===== config.mk =====
export PLATFORM = sky130hd
export DESIGN_NAME = eth_pkt_demux_ctrl
export DESIGN_NICKNAME = d
export VERILOG_FILES = /design/src/rtl/eth_pkt_demux_ctrl.sv
export SDC_FILE = /design/constraint.sdc
export NUM_CORES = 1
export LEC_CHECK = 0
export ABC_AREA = 1
export BUFFER_PORTS_ARGS = -buffer_cell sky130_fd_sc_hd__buf_2
export CORE_UTILIZATION = 52
export DETAILED_ROUTE_END_ITERATION = 8
export GPL_TIMING_DRIVEN = 0
export HOLD_SLACK_MARGIN = 0.08
export PLACE_DENSITY_LB_ADDON = 0.15
export SYNTH_ARGS = -nofsm -noshare
export SYNTH_HDL_FRONTEND = slang
export SYNTH_SLANG_ARGS = --single-unit

===== constraint.sdc =====
create_clock -name clk_i -period 1.7 [get_ports clk_i]
set_input_delay 0.17 -clock clk_i [delete_from_list [all_inputs] [get_ports clk_i]]
set_output_delay 0.17 -clock clk_i [all_outputs]
set_load 0.02 [all_outputs]

===== src/rtl/eth_pkt_demux_ctrl.sv =====
// Packet-boundary-safe direction scheduler for the Ethernet demux: config shadowing, round-robin steering, stats.
// Latency: outputs registered; a config write on an idle link reaches tx_dir_mask_o two cycles later.
// Backpressure: passive tap of the demux handshake; only val&&ready beats count, never stalls the link.
module eth_pkt_demux_ctrl #(
    parameter int                TX_DIR   = 2,
    parameter int                CNT_W    = 32,
    parameter logic [TX_DIR-1:0] RST_MASK = '1
) (
    input  logic              clk_i,
    input  logic              rst_n_i,
    input  logic [TX_DIR-1:0] cfg_mask_i,
    input  logic              cfg_mode_i,
    input  logic              cfg_wr_i,
    output logic              cfg_busy_o,
    output logic              cfg_applied_o,
    input  logic              cnt_clr_i,
    input  logic              pkt_val_i,
    input  logic              pkt_ready_i,
    input  logic              pkt_sop_i,
    input  logic              pkt_eop_i,
    output logic [TX_DIR-1:0] tx_dir_mask_o,
    output logic              in_pkt_o,
    output logic [CNT_W-1:0]  pkt_cnt_o,
    output logic [CNT_W-1:0]  drop_cnt_o
);

    localparam int PTR_W = $clog2(TX_DIR);

    typedef enum logic {IDLE, IN_PKT} state_t;

    state_t            state, state_nxt;
    logic [TX_DIR-1:0] shadow_mask, act_mask, act_mask_nxt, onehot, mask_nxt;
    logic              shadow_mode, act_mode, act_mode_nxt, pending;
    logic [PTR_W-1:0]  ptr, ptr_nxt;
    logic              beat, sop_beat, eop_beat, update, apply;

    function automatic logic [PTR_W-1:0] lowest_bit(input logic [TX_DIR-1:0] m);
        lowest_bit = '0;
        for (int i = TX_DIR - 1; i >= 0; i--) begin
            if (m[i]) lowest_bit = PTR_W'(i);
        end
    endfunction

    // Circular search upward from p; descending loop so the nearest set bit wins.
    function automatic logic [PTR_W-1:0] next_bit(input logic [TX_DIR-1:0] m,
                                                  input logic [PTR_W-1:0]  p);
        int j;
        next_bit = p;
        for (int i = TX_DIR - 1; i >= 1; i--) begin
            j = int'(p) + i;
            if (j >= TX_DIR) j = j - TX_DIR;
            if (m[j]) next_bit = PTR_W'(j);
        end
    endfunction

    always_comb begin
        beat     = pkt_val_i & pkt_ready_i;
        sop_beat = beat & pkt_sop_i;
        eop_beat = beat & pkt_eop_i;

        state_nxt = state;
        case (state)
            IDLE:    if (sop_beat && !pkt_eop_i) state_nxt = IN_PKT;
            IN_PKT:  if (eop_beat) state_nxt = IDLE;
            default: state_nxt = IDLE;
        endcase

        // Any edge that leaves the FSM idle is a packet boundary.
        update = (state_nxt == IDLE);
        apply  = update & pending;

        act_mask_nxt = apply ? shadow_mask : act_mask;
        act_mode_nxt = apply ? shadow_mode : act_mode;

        if (apply)         ptr_nxt = lowest_bit(shadow_mask);
        else if (eop_beat) ptr_nxt = next_bit(act_mask, ptr);
        else               ptr_nxt = ptr;

        onehot          = '0;
        onehot[ptr_nxt] = 1'b1;
        mask_nxt        = act_mode_nxt ? (onehot & act_mask_nxt) : act_mask_nxt;
    end

    assign cfg_busy_o = pending;

    always_ff @(posedge clk_i or negedge rst_n_i) begin
        if (!rst_n_i) begin
            state         <= IDLE;
            in_pkt_o      <= 1'b0;
            shadow_mask   <= RST_MASK;
            shadow_mode   <= 1'b0;
            pending       <= 1'b0;
            act_mask      <= RST_MASK;
            act_mode      <= 1'b0;
            ptr           <= '0;
            tx_dir_mask_o <= RST_MASK;
            cfg_applied_o <= 1'b0;
            pkt_cnt_o     <= '0;
            drop_cnt_o    <= '0;
        end else begin
            state    <= state_nxt;
            in_pkt_o <= (state_nxt == IN_PKT);

            if (cfg_wr_i) begin
                shadow_mask <= cfg_mask_i;
                shadow_mode <= cfg_mode_i;
            end
            // A write on the apply edge keeps pending set for the newly captured value.
            pending <= cfg_wr_i | (pending & ~apply);

            act_mask      <= act_mask_nxt;
            act_mode      <= act_mode_nxt;
            ptr           <= ptr_nxt;
            cfg_applied_o <= apply;
            if (update) tx_dir_mask_o <= mask_nxt;

            if (cnt_clr_i)                          pkt_cnt_o <= '0;
            else if (eop_beat && pkt_cnt_o != '1)   pkt_cnt_o <= pkt_cnt_o + CNT_W'(1);

            if (cnt_clr_i)                          drop_cnt_o <= '0;
            else if (sop_beat && tx_dir_mask_o == '0 && drop_cnt_o != '1)
                                                    drop_cnt_o <= drop_cnt_o + CNT_W'(1);
        end
    end

endmodule


Word-level counts from Yosys, hierarchy flattened
Index checks and enable logic that the tools add are counted.

word-level totals
  latch bits = 0
  memory bits (read-only) = 0
  memories = 0
  memory bits (writable) = 0
  output and inout port bits = 69
  flip-flop bits (word level) = 76

operators by class
  $add $sub $neg = 4
  divide/modulo/power cells = 0
  mux-type cells = 23
  order comparisons = 4
  shift-type cells = 0
  reduce and logical (&&, ||, !) cells = 9
  bitwise operators = 10
  multiply operators = 0
  equality and inequality tests = 2

operators by type and width
  cell                                                                            count
  32-bit two-way mux                                                              7
  32-bit by 1-bit adder with 32-bit output (second input constant)                2
  32-bit inequality test (second input constant)                                  2
  32-bit by 3-bit less-than comparator with 1-bit output (second input constant)  1
  1-bit two-way mux                                                               12
  1-bit AND                                                                       5
  1-bit logical AND                                                               5
  2-bit two-way mux                                                               2
  2-bit nonzero test                                                              2
  1-bit inverter                                                                  3
  2-bit by 2-bit subtractor with 3-bit output (second input constant)             1
  1-bit by 1-bit adder with 2-bit output (second input constant)                  1
  2-bit AND                                                                       1
  2-bit >= comparator (second input constant)                                     1
  2-bit zero test                                                                 1
  1-bit by 2-bit less-than comparator with 1-bit output (second input constant)   1
  1-bit case mux with 2 select lines                                              1
  1-bit demux with 1-bit select                                                   1
  1-bit >= comparator (second input constant)                                     1
  1-bit zero test                                                                 1
  1-bit OR                                                                        1

Depth between registers and ports, before layout
  depth in word-level cells = 20
  mapped depth = 13
  depth with buffers taken out = 11

Least setup slack after synthesis
OpenSTA, ideal clock, no wires.

  kind = flip-flop to flip-flop
  from = register pkt_cnt_o[0]
  to = register pkt_cnt_o[5]
  stages on the path, launching flop included = 14
  library setup time = 0.066 ns
  clock period less this slack = 1.908 ns
  data required time = 1.634 ns
  arrival time = 1.841 ns
  path slack = -0.208 ns
  cell sequence = dfrtp_1 > ha_1 > inv_1 > nor2_4 > nand2_4 > nor2_4 > nand2_2 > nand2_2 > nand2_4 > clkinv_2 > buf_6 > buf_6 > nand2_1 > nand2_1

on the way
  cells in the longest elaborated chain, start to end = 3

ends and longest elaborated chain
  what                                                                                line  RTL
  start, declared                                                                     23    output logic [CNT_W-1:0] pkt_cnt_o,
  start signal, assigned                                                              118   else if (eop_beat && pkt_cnt_o != '1) pkt_cnt_o <= pkt_cnt_o + CNT_W'(1);
  32-bit by 1-bit adder with 32-bit output or 32-bit inequality test (tied branches)  118
  32-bit two-way mux or 1-bit logical AND (tied branches)                             118
  32-bit two-way mux or 2-bit nonzero test (tied branches)                            -

Parallel ways exist; a longest one is shown, timed or not. The select of a mux whose other input is x is not followed.
A chain may end at the register's enable or synchronous reset.

Final worst setup path
  from = register drop_cnt_o[1]
  to = register drop_cnt_o[31]

on the way
  cells in the longest elaborated chain, start to end = 3

ends and longest elaborated chain
  what                                                                                line      RTL
  start, declared                                                                     24        output logic [CNT_W-1:0] drop_cnt_o
  start signal, assigned                                                              122       drop_cnt_o <= drop_cnt_o + CNT_W'(1);
  32-bit by 1-bit adder with 32-bit output or 32-bit inequality test (tied branches)  122, 121
  32-bit two-way mux or 1-bit logical AND (tied branches)                             121       else if (sop_beat && tx_dir_mask_o == '0 && drop_cnt_o != '1)
  32-bit two-way mux or 2-bit nonzero test (tied branches)                            -

Parallel ways exist; a longest one is shown, timed or not. The select of a mux whose other input is x is not followed.

==> flow_summary.toml <==
[finish]
syn_to_final_growth_pct = 37.41
nets = 933
drive_above_1_share = 0.3308
antenna_cells = 0
stdcell_count = 1033
design_area_mm2 = 0.006669

[clock_network]
cts.sinks = 76
clkTransAtPathRegs_ps = 100
clk-insertion-delay-late_ps = 360
clockBufferDepth = 2
numCtsBuffers = 9
cts-root-buf = "clkbuf_8"
cts_max_level = 3
cts_tree = "built"

[logic_synthesis]
synthCells = 747
synth_nets = 760
ys_warn_count = 0
synth-async-reset-ratio = 1.000
synth-edff-count = 0
ys.flop_type = "dfrtp_1"
avgSynthCellArea_um2 = 6.497
seq_area_frac_synth = 0.3934
synth_cell_types = 29
syn_area_mm2 = 0.004853
ys_ff_latch = 76

[drt]
ant_nets = 0
drtIter0Drc = 487
post_drt_wl_per_cell_um = 14.81
drcViolationCount = 0
wirelength_mm = 15.30
viasPerCell = 5.334
dr_total_vias = 5510
drtPass1Iterations = 5

[sta]
finalCriticalPeriod_ps = 1767
hold_ws_ps = 175.2
hold_violations = 0
fmax_ghz = 0.5660
slew_violations = 0
tightest_slew_ps = 629.7
final.setup.tns_ps = -424.1
setup_viol = 12
slew_headroom = 0.5802
skew_ps = 20.33
setup_ws_ps = -66.87
rsz0062_at_grt = "yes"
post-route-period-util = 1.039

[global_route]
grt_usage = 0.3016
grt_max_degree = 61
globalRouteOverflowTotal = 0
grt_first_pass_wirelength_mm = 23.19
antenna_found_initial = 0
grt_pass1_vias = 4746

[floorplanning]
die_area_mm2 = 0.009724
die_x_um = 98.61
pin_count = 80
initial_core_util = 0.5459
core_region_area_mm2 = 0.008891
std_cell_rows = 34
die_y_um = 98.61

[place]
place_congestion = 0.9396
io_buffer_count = 79
dp.cells = 935
postPlaceCellArea_mm2 = 0.005456
hpwl_mm = 9.869

[run]
max_cap_viol_count = 0

[status]
violations = "negative setup slack"
status = "finished with violations"

[critical_path]
required_ps = 1980
cp-endpoint = "drop_cnt_o[31]"
rrSetupSlack_ps = -70
worstSetupPathType = "reg -> reg"
cp_max_fo = 4
startpoint = "drop_cnt_o[1]"
r2r_cells = 13
cp-end-kind = "flip-flop"
reg2reg_to = "drop_cnt_o[31]"
startpoint_type = "flip-flop"
r2r_start = "drop_cnt_o[1]"
cp.arrival_ps = 2050

[min_path]
hold_path_class = "in -> reg"
worstHoldStart = "cnt_clr_i"

[pwr]
power.leakage_nw = 3.368
p_per_area_mw_per_mm2 = 568.2
p_total_w = 0.003789
peakVddDrop_uv = 577.1
==> cells in the mapped netlist (4+ instances only) <==
cell / count / area (µm²)
nand2_1: 328 / 1231
nor2_1: 120 / 450.4
dfrtp_1: 70 / 1752
inv_1: 60 / 225.2
nand3_1: 49 / 245.2
nand4_1: 38 / 237.7
xor2_1: 16 / 140.1
or2_2: 9 / 56.30
o21ai_0: 7 / 35.03
dfstp_2: 6 / 157.7
buf_1: 5 / 18.77
buf_6: 4 / 45.04
nand2_2: 4 / 25.02
nor2_4: 4 / 45.04
==> through the flow <==
| step | utilization | worst slack (ps) |
|---|---|---|
| 2_1_floorplan | - | 2.869 |
| 3_3_place_gp | 0.6103 | -316.8 |
| 3_5_place_dp | 0.6137 | -405.1 |
| 4_1_cts | 0.6883 | 2.073 |
| 5_1_grt | 0.7501 | -146.6 |
| 6_report | 0.7501 | -66.87 |
==> power by group <==
part,internal [W],switching (W),total [W]
logic,0.000220,0.000332,0.000552
registers,0.00190,0.0000439,0.00195
clock network,0.000569,0.000721,0.00129
total,0.00269,0.00110,0.00379
==> state kept, by name, summed over array words and instances (netlist names), 2 cells and up <==
register	cells
shadow_mask	2
act_mask	2
pkt_cnt_o	32
drop_cnt_o	32
tx_dir_mask_o	2
==> worst max-delay path: stages (launching register included) <==
cell and delay [ps]:
dfrtp_2 390, ha_4 140, inv_2 40, nor2_4 130, nand2_2 100, nor2_4 180
nand2_2 90, nand2_2 90, nand2_4 80, inv_8 80, clkbuf_2 150, buf_4 120
nand2_1 40, nand2_1 60
==> worst min-delay path by stage <==
stage / end / slack, ps / cells after the start
detailed placement: pkt_cnt_o[3] / 60 / 1
CTS: pkt_cnt_o[2] / 160 / 4
global route: pkt_cnt_o[2] / 200 / 4
finish: pkt_cnt_o[2] / 180 / 4
global placement: shadow_mode / 380 / 3
floorplan: act_mode / -130 / 0
==> what timing repair did <==
item / 4_1_cts / 5_1_grt
buffers inserted: 39 / 34
gates cloned: 1 / 2
resized for setup: 34 / 90
endpoints found under the hold margin: 74 / 0
pin swaps: 10 / 19
endpoints found under the setup margin: 59 / 63
hold buffers: 7 / 0
==> cells by family (layout without fill, tap and decap cells) <==
logic type,after synthesis,in the layout,synth area share
flip-flops,76,76,0.3934
AND/OR/NAND/NOR,560,560,0.4844
XOR/XNOR,19,19,0.03429
buffers and inverters,78,256,0.06780
adder cells (fa/ha/maj),2,2,0.005155
multiplexers,1,1,0.002320
AO/OA/AOI/OAI,11,11,0.01263
==> cell usage in the layout, fill, tap and decap left out, types with 3 or more instances in the layout <==
cell	count
o21ai_0	6
nor2_4	10
clkbuf_8	11
inv_2	3
nand2_2	29
clkinv_2	4
dfrtp_1	35
buf_2	78
xor2_1	16
nor2_2	15
or2_2	9
inv_1	57
dlygate4sd3_1	7
nand4_1	38
xnor2_1	3
nand3_1	47
nand2_1	298
nor2_1	101
buf_4	65
nand2_4	7
dfstp_2	6
buf_1	5
buf_12	3
buf_8	3
buf_6	9
dfrtp_2	35
==> area by class of cell <==
cell class,instances,area (µm²)
flip-flops and latches,76,1953
inverters,63,249.0
multi-input cells,593,2855
clock buffers,10,137.6
clock inverters,6,37.54
fillers,706,2222
plain buffers,15,142.6
repair buffers,162,1159
well taps,108,135.1
==> routing by layer <==
layer / track usage / share of wire
met1: 0.4390 / 0.44
met3: 0.03262 / 0.077
met5: 0 / 0
met4: 0.09644 / 0.014
met2: 0.4729 / 0.47
No activity file was read; power rests on OpenSTA's default activity.
